[src/rtl/divider_taint_pkg.sv]
// Shared types and sizing helpers for the taint-tracking sequential divider.
package divider_taint_pkg;

  typedef enum logic [1:0] {
    IDLE = 2'd0,
    CALC = 2'd1,
    DONE = 2'd2
  } state_e;

  localparam int DEFAULT_WIDTH = 4;

  // Iteration counter runs 0..w-1.
  function automatic int cnt_w(input int w);
    return (w < 2) ? 1 : $clog2(w);
  endfunction

endpackage

[src/rtl/divider_taint_step.sv]
// One combinational restoring-division step on {rem, quo}, data plus taint.
// DIVIDER_PRECISE_TAINT_EN selects per-bit taint propagation; otherwise taint is coarse.
module divider_taint_step #(
  parameter int WIDTH = 4
) (
  input  logic [WIDTH-1:0] rem,
  input  logic [WIDTH-1:0] quo,
  input  logic [WIDTH-1:0] rem_t,
  input  logic [WIDTH-1:0] quo_t,
  input  logic [WIDTH-1:0] divisor,
  input  logic [WIDTH-1:0] divisor_t,
  output logic [WIDTH-1:0] rem_n,
  output logic [WIDTH-1:0] quo_n,
  output logic [WIDTH-1:0] rem_t_n,
  output logic [WIDTH-1:0] quo_t_n
);

  logic [WIDTH:0]   rem_s;
  logic [WIDTH-1:0] diff;
  logic             ge;

  // rem_s is WIDTH+1 bits so the shifted-out remainder MSB still counts in the compare.
  assign rem_s = {rem, quo[WIDTH-1]};
  assign ge    = rem_s[WIDTH] | (rem_s[WIDTH-1:0] >= divisor);
  assign diff  = rem_s[WIDTH-1:0] - divisor;
  assign rem_n = ge ? diff : rem_s[WIDTH-1:0];
  assign quo_n = (quo << 1) | WIDTH'(ge);

`ifdef DIVIDER_PRECISE_TAINT_EN
  logic [WIDTH:0] rem_t_s;
  logic           cmp_t;

  assign rem_t_s = {rem_t, quo_t[WIDTH-1]};
  assign cmp_t   = (|divisor_t) | (|rem_t_s);
  assign quo_t_n = (quo_t << 1) | WIDTH'(cmp_t);
  assign rem_t_n = rem_t_s[WIDTH-1:0] | divisor_t | {WIDTH{cmp_t}};
`else
  // Coarse taint is uniform across the word, so it only needs to stay sticky.
  assign quo_t_n = quo_t | divisor_t;
  assign rem_t_n = rem_t | divisor_t;
`endif

endmodule

[src/rtl/sequential_divider_tainttrack.sv]
// Restoring sequential divider (IDLE/CALC/DONE) with taint tracking on every result.
// Define DIVIDER_PRECISE_TAINT_EN for per-step taint propagation instead of coarse word taint.
module sequential_divider_tainttrack
  import divider_taint_pkg::*;
#(
  parameter int WIDTH = DEFAULT_WIDTH
) (
  input  logic             clk,
  input  logic             rst_n,
  input  logic             start,
  input  logic             start_t,
  input  logic [WIDTH-1:0] dividend,
  input  logic [WIDTH-1:0] dividend_t,
  input  logic [WIDTH-1:0] divisor,
  input  logic [WIDTH-1:0] divisor_t,
  output logic             busy,
  output logic             done,
  output logic [WIDTH-1:0] quotient,
  output logic [WIDTH-1:0] quotient_t,
  output logic [WIDTH-1:0] remainder,
  output logic [WIDTH-1:0] remainder_t,
  output logic             div_by_zero,
  output logic             div_by_zero_t
);

  localparam int CW = cnt_w(WIDTH);
  localparam logic [CW-1:0] LAST = CW'(WIDTH - 1);

  state_e           state;
  logic [CW-1:0]    cnt;
  logic [WIDTH-1:0] rem, quo, rem_t, quo_t, dvs, dvs_t;
  logic [WIDTH-1:0] rem_n, quo_n, rem_t_n, quo_t_n;
  logic             tflag;
  logic [WIDTH-1:0] ld_quo_t, ld_rem_t, zd_quo_t, zd_rem_t;

`ifdef DIVIDER_PRECISE_TAINT_EN
  assign ld_quo_t = dividend_t;
  assign ld_rem_t = '0;
  assign zd_quo_t = {WIDTH{|divisor_t}};
  assign zd_rem_t = dividend_t;
`else
  logic t_in;
  assign t_in     = (|dividend_t) | (|divisor_t) | start_t;
  assign ld_quo_t = {WIDTH{t_in}};
  assign ld_rem_t = {WIDTH{t_in}};
  assign zd_quo_t = {WIDTH{t_in}};
  assign zd_rem_t = {WIDTH{t_in}};
`endif

  divider_taint_step #(.WIDTH(WIDTH)) u_step (
    .rem       (rem),
    .quo       (quo),
    .rem_t     (rem_t),
    .quo_t     (quo_t),
    .divisor   (dvs),
    .divisor_t (dvs_t),
    .rem_n     (rem_n),
    .quo_n     (quo_n),
    .rem_t_n   (rem_t_n),
    .quo_t_n   (quo_t_n)
  );

  // A tainted start poisons every taint output of that operation.
  assign quotient    = quo;
  assign remainder   = rem;
  assign quotient_t  = quo_t | {WIDTH{tflag}};
  assign remainder_t = rem_t | {WIDTH{tflag}};

  always_ff @(posedge clk or negedge rst_n) begin
    if (!rst_n) begin
      state         <= IDLE;
      cnt           <= '0;
      rem           <= '0;
      quo           <= '0;
      rem_t         <= '0;
      quo_t         <= '0;
      dvs           <= '0;
      dvs_t         <= '0;
      tflag         <= 1'b0;
      busy          <= 1'b0;
      done          <= 1'b0;
      div_by_zero   <= 1'b0;
      div_by_zero_t <= 1'b0;
    end else begin
      case (state)
        IDLE: begin
          done <= 1'b0;
          if (start) begin
            cnt           <= '0;
            dvs           <= divisor;
            dvs_t         <= divisor_t;
            tflag         <= start_t;
            div_by_zero_t <= (|divisor_t) | start_t;
            busy          <= 1'b1;
            if (divisor == '0) begin
              quo         <= '1;
              rem         <= dividend;
              quo_t       <= zd_quo_t;
              rem_t       <= zd_rem_t;
              div_by_zero <= 1'b1;
              done        <= 1'b1;
              state       <= DONE;
            end else begin
              quo         <= dividend;
              rem         <= '0;
              quo_t       <= ld_quo_t;
              rem_t       <= ld_rem_t;
              div_by_zero <= 1'b0;
              state       <= CALC;
            end
          end
        end
        CALC: begin
          quo   <= quo_n;
          rem   <= rem_n;
          quo_t <= quo_t_n;
          rem_t <= rem_t_n;
          cnt   <= cnt + 1'b1;
          if (cnt == LAST) begin
            done  <= 1'b1;
            state <= DONE;
          end
        end
        DONE: begin
          done  <= 1'b0;
          busy  <= 1'b0;
          state <= IDLE;
        end
        default: begin
          done  <= 1'b0;
          busy  <= 1'b0;
          state <= IDLE;
        end
      endcase
    end
  end

endmodule

[config.mk]
export PLATFORM = sky130hd
export DESIGN_NAME = sequential_divider_tainttrack
export DESIGN_NICKNAME = d
export VERILOG_FILES = /design/src/rtl/divider_taint_pkg.sv /design/src/rtl/divider_taint_step.sv /design/src/rtl/sequential_divider_tainttrack.sv
export SDC_FILE = /design/constraint.sdc
export NUM_CORES = 1
export LEC_CHECK = 0
export BUFFER_PORTS_ARGS = -buffer_cell sky130_fd_sc_hd__buf_2
export CORE_MARGIN = 4
export CORE_UTILIZATION = 56
export CTS_CLUSTER_SIZE = 14
export DETAILED_ROUTE_END_ITERATION = 16
export PLACE_DENSITY_LB_ADDON = 0.25
export SLEW_MARGIN = 25
export SYNTH_ARGS = -nofsm -noshare
export SYNTH_HDL_FRONTEND = slang
export SYNTH_SLANG_ARGS = --single-unit
[constraint.sdc]
create_clock -name clk -period 3.5 [get_ports clk]
set_input_delay 0.175 -clock clk [delete_from_list [all_inputs] [get_ports clk]]
set_output_delay 0.175 -clock clk [all_outputs]
set_load 0.02 [all_outputs]
==> impl_metrics.tcl <==
set metrics [dict create \
    outcome "completed" \
    path_buf_inv 2 \
    ir_drop_v 0.000709 \
    die_area_sq_um 3870 \
    reg2reg_slack_ps 1520 \
    setup_viol 0 \
    grt_pass1_wl_mm 6.02 \
    crit_top_cell "inv_1" \
    nets 219 \
    grt_max_degree 34 \
    yosysMostFrequentCell "dfrtp_1" \
    cts.sinks 33 \
    synth_common_cells "33 x dfrtp_1, 16 x nor2_1, 13 x nand2_1" \
    tns_ps 0 \
    fin_crit_ps 1980 \
    fin_crit_sh 0.564 \
    clk_latency_ps 330 \
    cpMaxStageDelayCell "dfrtp_1" \
    start_kind "flop" \
    synth_flop_cell "dfrtp_1" \
    area_growth_pct 18.6 \
    cp.arrival_ps 2240 \
    power.total_w 0.00178 \
    fmax_ghz 0.506 \
    routed_wl_mm 3.45 \
    syn_area_sq_um 1650 \
    synthTopCellsByArea "dfrtp_1 50%, mux2_1 4.8%, ha_1 3.8%" \
    drive_above_1_share 0.330 \
    placedCellCount 216 \
    async_reset_ff_frac 1.00 \
    finalHoldViolCount 0 \
    drtPass1Iterations 4 \
    cts.clk_slew.worst_paths_ps 100 \
    slew_headroom 0.505 \
    die_h_um 62.2 \
    grt_pass1_vias 1277 \
    rsz0062_at_grt "no" \
    max_stage_delay_ps 410 \
    worst_pin_slew_ps 742 \
    cts_tree "built" \
    drtIter0Drc 113 \
    synth_top_cell_area_share 0.502 \
    synth.net_count 177 \
    min_path_type "input port to flop" \
    place_congestion 0.838 \
    ant_nets 0 \
    place_hpwl_mm 2.59 \
    yosysWarnings 0 \
    hold-worst-slack_ps 72.8 \
    synth-edff-count 0 \
    ys_types 38 \
    wl_per_cell_um 15.3 \
    layout.cells.non_filler 225 \
    final-max-slew-violation-count 0 \
    syn_avg_cell_area_sq_um 10.9 \
    synth_area_leader_cell "dfrtp_1" \
    via_per_inst 5.59 \
    endpoint_kind "flop" \
    worstPathRequired_ps 3760 \
    cp_top_family "adder cells" \
    io_pins 40 \
    fp.dieW_um 62.2 \
    worstPathCellList "inv_1 -> ha_1 -> inv_1 -> fa_1 -> a211oi_2 -> o21ai_2 -> mux2_1 -> o21ai_1" \
    numCtsBuffers 5 \
    numPortBuffers 39 \
    vias 1258 \
    start_util 0.592 \
    crit_type "flop to flop" \
    rows 19 \
    cts_buffer_depth 2 \
    path_max_fanout 6 \
    synth_seq_cells 33 \
    skew_ps 8.67 \
    p_leak_nw 0.858 \
    grt_usage 0.192 \
    coreArea_sq_um 2780 \
    num_antenna_cells 0 \
    cts-htree-levels 2 \
    antenna_found_initial 0 \
    cap_viol_max_count 0 \
    post_cts.repair.setup_buffers 0 \
    cts_root_buffer "clkbuf_4" \
    power_density_nw_per_um2 910 \
    synth-seq-area-share 0.502 \
    synthCells 151 \
    overflow 0 \
    drc_errors 0 \
]
per-stage QoR:
stage	worst slack (ps)	utilization	cell area [sq um]
CTS	1510	0.702	1950
global placement	1640	0.668	1860
detailed placement	1550	0.668	1860
finish	1520	0.702	1950
floorplan	1580	-	1650
global route	1410	0.702	1950
state kept, by name, indices dropped and copies added (netlist names):
name	cells
busy	1
cnt	2
div_by_zero	1
div_by_zero_t	1
done	1
dvs	4
dvs_t	4
quo_t	4
quotient	4
rem_t	4
remainder	4
state	2
tflag	1
where the power goes:
part / switching [W] / internal, W / total, W
clock: 0.000127 / 0.000171 / 0.000298
sequential: 0.000104 / 0.000519 / 0.000623
combinational: 0.000508 / 0.000348 / 0.000856
logic make-up (layout without fill, tap and decap cells):
group | count (synthesis) | after routing | share of synthesized area
AOI/OAI and AO/OA | 40 | 40 | 0.170
xor gates and xnor gates | 2 | 2 | 0.0106
adders and majority gates | 6 | 6 | 0.0502
buffers and inverters | 11 | 54 | 0.0274
DFF | 33 | 33 | 0.502
muxes | 10 | 10 | 0.0669
and+or+nand+nor | 49 | 49 | 0.173
what timing repair did:
action | CTS | global route
resized for setup | 0 | 0
hold buffers | 1 | 0
hold endpoints to repair | 33 | 0
placed cells by master, fill, tap and decap left out, types with 5 or more instances in the layout:
master    Yosys  routed
o21ai_1       9       9
dfrtp_1      33      33
clkbuf_4      0       5
buf_2         3      39
o21a_1        8       8
nor2_1       16      16
or2_2         8       8
inv_1         6       6
mux2_1        7       7
ha_1          5       5
nand2_1      13      13
path summary, 6_finish.rpt:
path,from,end,cells after the start
max,quotient[3],remainder[0],8
min,divisor_t[3],dvs_t[3],2
max reg2reg,quotient[3],remainder[0],8
min reg2reg,quo_t[3],quo_t[3],1
max in group asynchronous,rst_n,cnt[1],2
min in group asynchronous,rst_n,rem_t[1],2
metal layers:
metal  global-route usage  vias up  part of all wire
li1                     -      612                 -
met1                0.275      602              0.45
met2                0.275       40              0.47
met3               0.0450        4             0.069
met4               0.0867        0            0.0075
met5                    0        -                 0
area by class of cell:
cell class                      instances  area (sq um)
Tap cell                               31          38.8
Clock inverter                          1          30.0
Inverter                                6          22.5
Timing Repair Buffer                   40           205
Clock buffer                            7          55.1
Multi-Input combinational cell        107           774
Fill cell                             212           830
Sequential cell                        33           826
Power figures use the tool's default switching activity.
